$ cat src/rtl/dmem_port_arbiter.sv
// Arbitrates the CPU (C) and debug (D) ports onto the data memory's single port and formats accesses.
// Latency: grant is combinational, load data and err arrive one cycle after the grant; one access per cycle.
// Backpressure: requesters hold req until gnt; D is forced through after STARVE_LIMIT consecutive lost cycles.
module dmem_port_arbiter #(
    parameter int unsigned STARVE_LIMIT = 4
) (
    input  logic        clk,
    input  logic        rst_n,
    input  logic        c_req,
    input  logic        c_we,
    input  logic [1:0]  c_size,
    input  logic        c_signed,
    input  logic [31:0] c_addr,
    input  logic [31:0] c_wdata,
    output logic        c_gnt,
    output logic        c_rvalid,
    output logic [31:0] c_rdata,
    output logic        c_err,
    input  logic        d_req,
    input  logic        d_we,
    input  logic [1:0]  d_size,
    input  logic        d_signed,
    input  logic [31:0] d_addr,
    input  logic [31:0] d_wdata,
    output logic        d_gnt,
    output logic        d_rvalid,
    output logic [31:0] d_rdata,
    output logic        d_err,
    output logic [29:0] mem_addr,
    output logic [3:0]  mem_write_en,
    output logic [31:0] mem_in_data,
    input  logic [31:0] mem_out_data
);

    localparam logic [3:0] LIMIT = 4'(STARVE_LIMIT);

    logic [3:0]  wait_cnt;
    logic        sel_d;
    logic        any_gnt;
    logic        a_we;
    logic        a_signed;
    logic [1:0]  a_size;
    logic [31:0] a_addr;
    logic [31:0] a_wdata;
    logic        a_err;
    logic [3:0]  a_be;
    logic [31:0] a_wrep;

    logic        rsp_vld;
    logic        rsp_err;
    logic        rsp_own_d;
    logic [1:0]  rsp_size;
    logic        rsp_signed;
    logic [1:0]  rsp_off;
    logic [7:0]  lane_b;
    logic [15:0] lane_h;
    logic [31:0] ld_data;

    always_comb begin
        sel_d = d_req && (!c_req || (wait_cnt == LIMIT));
        d_gnt = rst_n && sel_d;
        c_gnt = rst_n && c_req && !sel_d;
    end

    assign any_gnt = c_gnt || d_gnt;

    // Without a D grant the C fields drive the port, so mem_addr idles on the C address.
    assign a_we     = d_gnt ? d_we     : c_we;
    assign a_size   = d_gnt ? d_size   : c_size;
    assign a_signed = d_gnt ? d_signed : c_signed;
    assign a_addr   = d_gnt ? d_addr   : c_addr;
    assign a_wdata  = d_gnt ? d_wdata  : c_wdata;

    always_comb begin
        a_err  = 1'b0;
        a_be   = 4'b0000;
        a_wrep = a_wdata;
        case (a_size)
            2'b00: begin
                a_be   = 4'b0001 << a_addr[1:0];
                a_wrep = {4{a_wdata[7:0]}};
            end
            2'b01: begin
                a_err  = a_addr[0];
                a_be   = 4'b0011 << {a_addr[1], 1'b0};
                a_wrep = {2{a_wdata[15:0]}};
            end
            2'b10: begin
                a_err  = |a_addr[1:0];
                a_be   = 4'b1111;
            end
            default: a_err = 1'b1;
        endcase
    end

    assign mem_addr     = a_addr[31:2];
    assign mem_in_data  = a_wrep;
    assign mem_write_en = (any_gnt && a_we && !a_err) ? a_be : 4'b0000;

    always_ff @(posedge clk) begin
        if (!rst_n) begin
            wait_cnt <= 4'd0;
        end else if (!d_req || d_gnt) begin
            wait_cnt <= 4'd0;
        end else if (wait_cnt != LIMIT) begin
            wait_cnt <= wait_cnt + 4'd1;
        end
    end

    // Response register is rewritten every cycle, so back-to-back grants stay in order.
    always_ff @(posedge clk) begin
        if (!rst_n) begin
            rsp_vld    <= 1'b0;
            rsp_err    <= 1'b0;
            rsp_own_d  <= 1'b0;
            rsp_size   <= 2'b00;
            rsp_signed <= 1'b0;
            rsp_off    <= 2'b00;
        end else begin
            rsp_vld    <= any_gnt && !a_we && !a_err;
            rsp_err    <= any_gnt && a_err;
            rsp_own_d  <= d_gnt;
            rsp_size   <= a_size;
            rsp_signed <= a_signed;
            rsp_off    <= a_addr[1:0];
        end
    end

    always_comb begin
        lane_b = mem_out_data[{rsp_off, 3'b000} +: 8];
        lane_h = rsp_off[1] ? mem_out_data[31:16] : mem_out_data[15:0];
        case (rsp_size)
            2'b00:   ld_data = {{24{rsp_signed & lane_b[7]}}, lane_b};
            2'b01:   ld_data = {{16{rsp_signed & lane_h[15]}}, lane_h};
            default: ld_data = mem_out_data;
        endcase
    end

    assign c_rvalid = rsp_vld && !rsp_own_d;
    assign d_rvalid = rsp_vld && rsp_own_d;
    assign c_err    = rsp_err && !rsp_own_d;
    assign d_err    = rsp_err && rsp_own_d;
    assign c_rdata  = c_rvalid ? ld_data : 32'd0;
    assign d_rdata  = d_rvalid ? ld_data : 32'd0;

endmodule

$ cat config.mk
export PLATFORM = sky130hd
export DESIGN_NAME = dmem_port_arbiter
export DESIGN_NICKNAME = d
export VERILOG_FILES = /design/src/rtl/dmem_port_arbiter.sv
export SDC_FILE = /design/constraint.sdc
export NUM_CORES = 1
export LEC_CHECK = 0
export CAP_MARGIN = 20
export CORE_MARGIN = 8
export CORE_UTILIZATION = 29
export CTS_CLUSTER_DIAMETER = 150
export DETAILED_ROUTE_END_ITERATION = 10
export GPL_TIMING_DRIVEN = 1
export PLACE_DENSITY = 0.77
export SYNTH_ARGS = -nofsm -noshare
export SYNTH_HDL_FRONTEND = slang
export SYNTH_SLANG_ARGS = --single-unit
$ cat constraint.sdc
create_clock -name clk -period 2.5 [get_ports clk]
set_clock_uncertainty 0.15 [all_clocks]
set_input_delay 0.375 -clock clk [delete_from_list [all_inputs] [get_ports clk]]
set_output_delay 0.375 -clock clk [all_outputs]
set_load 0.02 [all_outputs]
==> run summary <==
actual slew at the worst max-slew pin: 502 ps
most frequent cells in the layout: 168 x clkdlybuf4s50_1, 86 x buf_4, 64 x buf_6
starting density of the core: 29.4%
Achievable Freq: 366 MHz
Initial DRC Count: 274
maximum clock path buffer count: 2
Inserted Clock Buffers: 3
gr usage total: 22.7%
vias in the first global route: 4976
CTS tree: done
vias per cell: 5.15
Nets: 959
crit-path max FO: 8
wire length per cell: 20.7 um
Fillers: 916
H-tree depth: 1
synthesized area per cell: 7.55 um^2
share of layout cells above drive strength 1: 44.8%
Hold WS: 371 ps
first-pass GRT wire length: 27.6 mm
Sinks on Clock Net: 12
PD cells: 244 nW/um^2
DP Wirelength: 15.2 mm
kind of critical path: reg2out
Hold WC Path Type: reg2reg
die area: 15100 um^2
Synth Instances: 440
worst r2r src: wait_cnt[0]
clock slew at reported path FFs: 40 ps
failing checks: negative setup slack
Pwr Total: 1.82 mW
Setup-failing EPs final: 48
CTS Root Cell: clkbuf_16
# rows: 39
vias: 4775
wirelength, routed: 19.2 mm
worst r2r path cells: 11
dpl cells: 895
GRT overflow: 0
GR Util met2: 43.4%
unrepaired setup endpoints after global routing: yes
Die W: 123 um
Min Clock Period, post-route: 2730 ps
R2R Path End: rsp_vld
core area: 11300 um^2
Hold Vio Cnt, Final: 0
met3 Use GR: 5.80%
Post-Syn Nets: 614
status: complete, but fails checks
Final GP Congestion: 0.917
GR met1 Demand/Resource: 23.8%
Mapped Area: 3320 um^2
largest net degree at the start of global routing: 25
maximum VDD drop: 0.218 mV
total negative slack: -5910 ps
Port Buf Inserts: 307
Chip Height: 123 um
clk_lat worst skew: 240 ps
area of the multi-input gates: 3050 um^2
Post-DRT Antenna Nets: 0
Final WS setup: -231 ps
most common cell after layout, fill and taps aside: clkdlybuf4s50_1
sequential fraction of the synthesis area: 7.23%
worst path required time: 1980 ps
DRC: 0
WHS Endpoint: wait_cnt[0]
unique cell type count in the Yosys netlist: 44
synth warn: 0
FF+latch area: 248 um^2
# hold bufs at CTS: 0
Area growth syn-to-layout: 125%
Crit. End Element: primary output
crit path launch type: flip-flop
critical path arrival: 2210 ps
Pre-Repair DR Iteration Count: 4
max-cap violation count: 0
Ports: 308
Final Max Slew Viols: 0
Slew HR: 66.2%
hold depth: 2
Most Crowded Layer GR: met2
static leakage: 3.62 nW
final worst path period share: 109%
Non-Filler Instances: 928
min-delay src: wait_cnt[0]
initial antenna violation count: 1
FF-to-FF setup slack: 200 ps
Yosys reg bits: 12
-- worst max path at each step --
stage               slack [ps]        startpoint               to  depth (start not counted)
finish                    -230       wait_cnt[0]  mem_in_data[10]                         10
floorplan                  -80       wait_cnt[0]  mem_write_en[3]                          7
global placement          -880  mem_out_data[31]      d_rdata[18]                          6
CTS                       -250       wait_cnt[1]   mem_in_data[9]                         10
global route              -310       wait_cnt[1]  mem_in_data[14]                         10
detailed placement       -1000  mem_out_data[31]      d_rdata[18]                          6
-- stage by stage --
stage,area (um^2),worst slack (ps),utilization (%)
finish,7470,-231,65.9
CTS,6980,-249,61.6
global route,7470,-311,65.9
detailed placement,6770,-1000,59.8
global placement,6770,-880,59.8
floorplan,3330,-78.3,-
-- layout make-up --
class | instances | share of cell area, %
Antenna cell | 1 | 0.0335
Clock buffer | 4 | 1.19
Inverter | 11 | 0.553
Multi-Input combinational cell | 348 | 40.8
Sequential cell | 12 | 3.32
Tap cell | 143 | 2.40
Timing Repair Buffer | 409 | 51.7
-- power breakdown --
group | switching [mW] | internal [mW] | total, mW
Combinational | 0.561 | 0.730 | 1.29
Sequential | 0.00839 | 0.201 | 0.210
Clock | 0.0787 | 0.241 | 0.319
Total | 0.648 | 1.17 | 1.82
-- critical path, cell delays in order, from the launching register on --
cell and delay (ps):
dfxtp_2 310, inv_2 60, ha_4 130, nand3b_1 150, a21oi_4 210, buf_4 140
buf_8 100, mux2i_4 230, buf_8 180, mux2_4 320, buf_6 130
-- sequential cells by signal (all words and copies together), names as in the netlist --
register / cells
wait_cnt: 4
rsp_off: 2
rsp_size: 2
rsp_err: 1
rsp_own_d: 1
rsp_signed: 1
rsp_vld: 1
-- synth_stat cells (all sizes together) --
library cell / number / area (um^2)
nor2: 33 / 124
or3: 1 / 6.26
nand3b: 1 / 7.51
xor2: 2 / 17.5
nor4bb: 1 / 10.0
and3: 2 / 12.5
a31o: 2 / 17.5
nor3: 10 / 60.1
and2: 18 / 113
clkinv: 1 / 3.75
o211a: 1 / 10.0
nand2: 22 / 82.6
a2111oi: 1 / 8.76
o21a: 3 / 22.5
nor4b: 3 / 26.3
o21ba: 1 / 10.0
a21o: 32 / 240
o22ai: 9 / 56.3
a22o: 8 / 70.1
nor2b: 19 / 119
clkbuf: 10 / 37.5
a221o: 8 / 80.1
nand2b: 3 / 18.8
dfxtp: 12 / 240
mux2: 56 / 631
or4b: 1 / 10.0
mux4: 2 / 45.0
o21ai: 21 / 105
buf: 59 / 373
mux2i: 44 / 440
nand3: 1 / 5.00
o2111ai: 1 / 8.76
inv: 10 / 37.5
or3b: 1 / 8.76
ha: 2 / 25.0
nor3b: 2 / 15.0
xnor2: 1 / 8.76
a211oi: 13 / 97.6
a21oi: 23 / 119
-- timing repair --
item	in CTS	in global routing
pin swaps	14	10
endpoints found under the setup margin	131	91
cloned	4	1
gates resized for setup	606	188
buffers inserted	15	14
-- per-layer routing --
layer | vias up | part of all wire, %
met2 | 229 | 53
met1 | 2274 | 36
met4 | 0 | 2.3
li1 | 2249 | -
met3 | 23 | 8.9
met5 | - | 0
-- cell families after synthesis --
group	Yosys count	share of synthesized area (%)
AO/OA/AOI/OAI	123	25.5
XOR/XNOR	3	0.791
adder cells (fa/ha/maj)	2	0.753
buffers and inverters	80	13.6
flip-flops	12	7.23
multiplexers	102	33.6
AND/OR/NAND/NOR	118	18.6
Note: power is estimated with default switching activity, not from simulation.
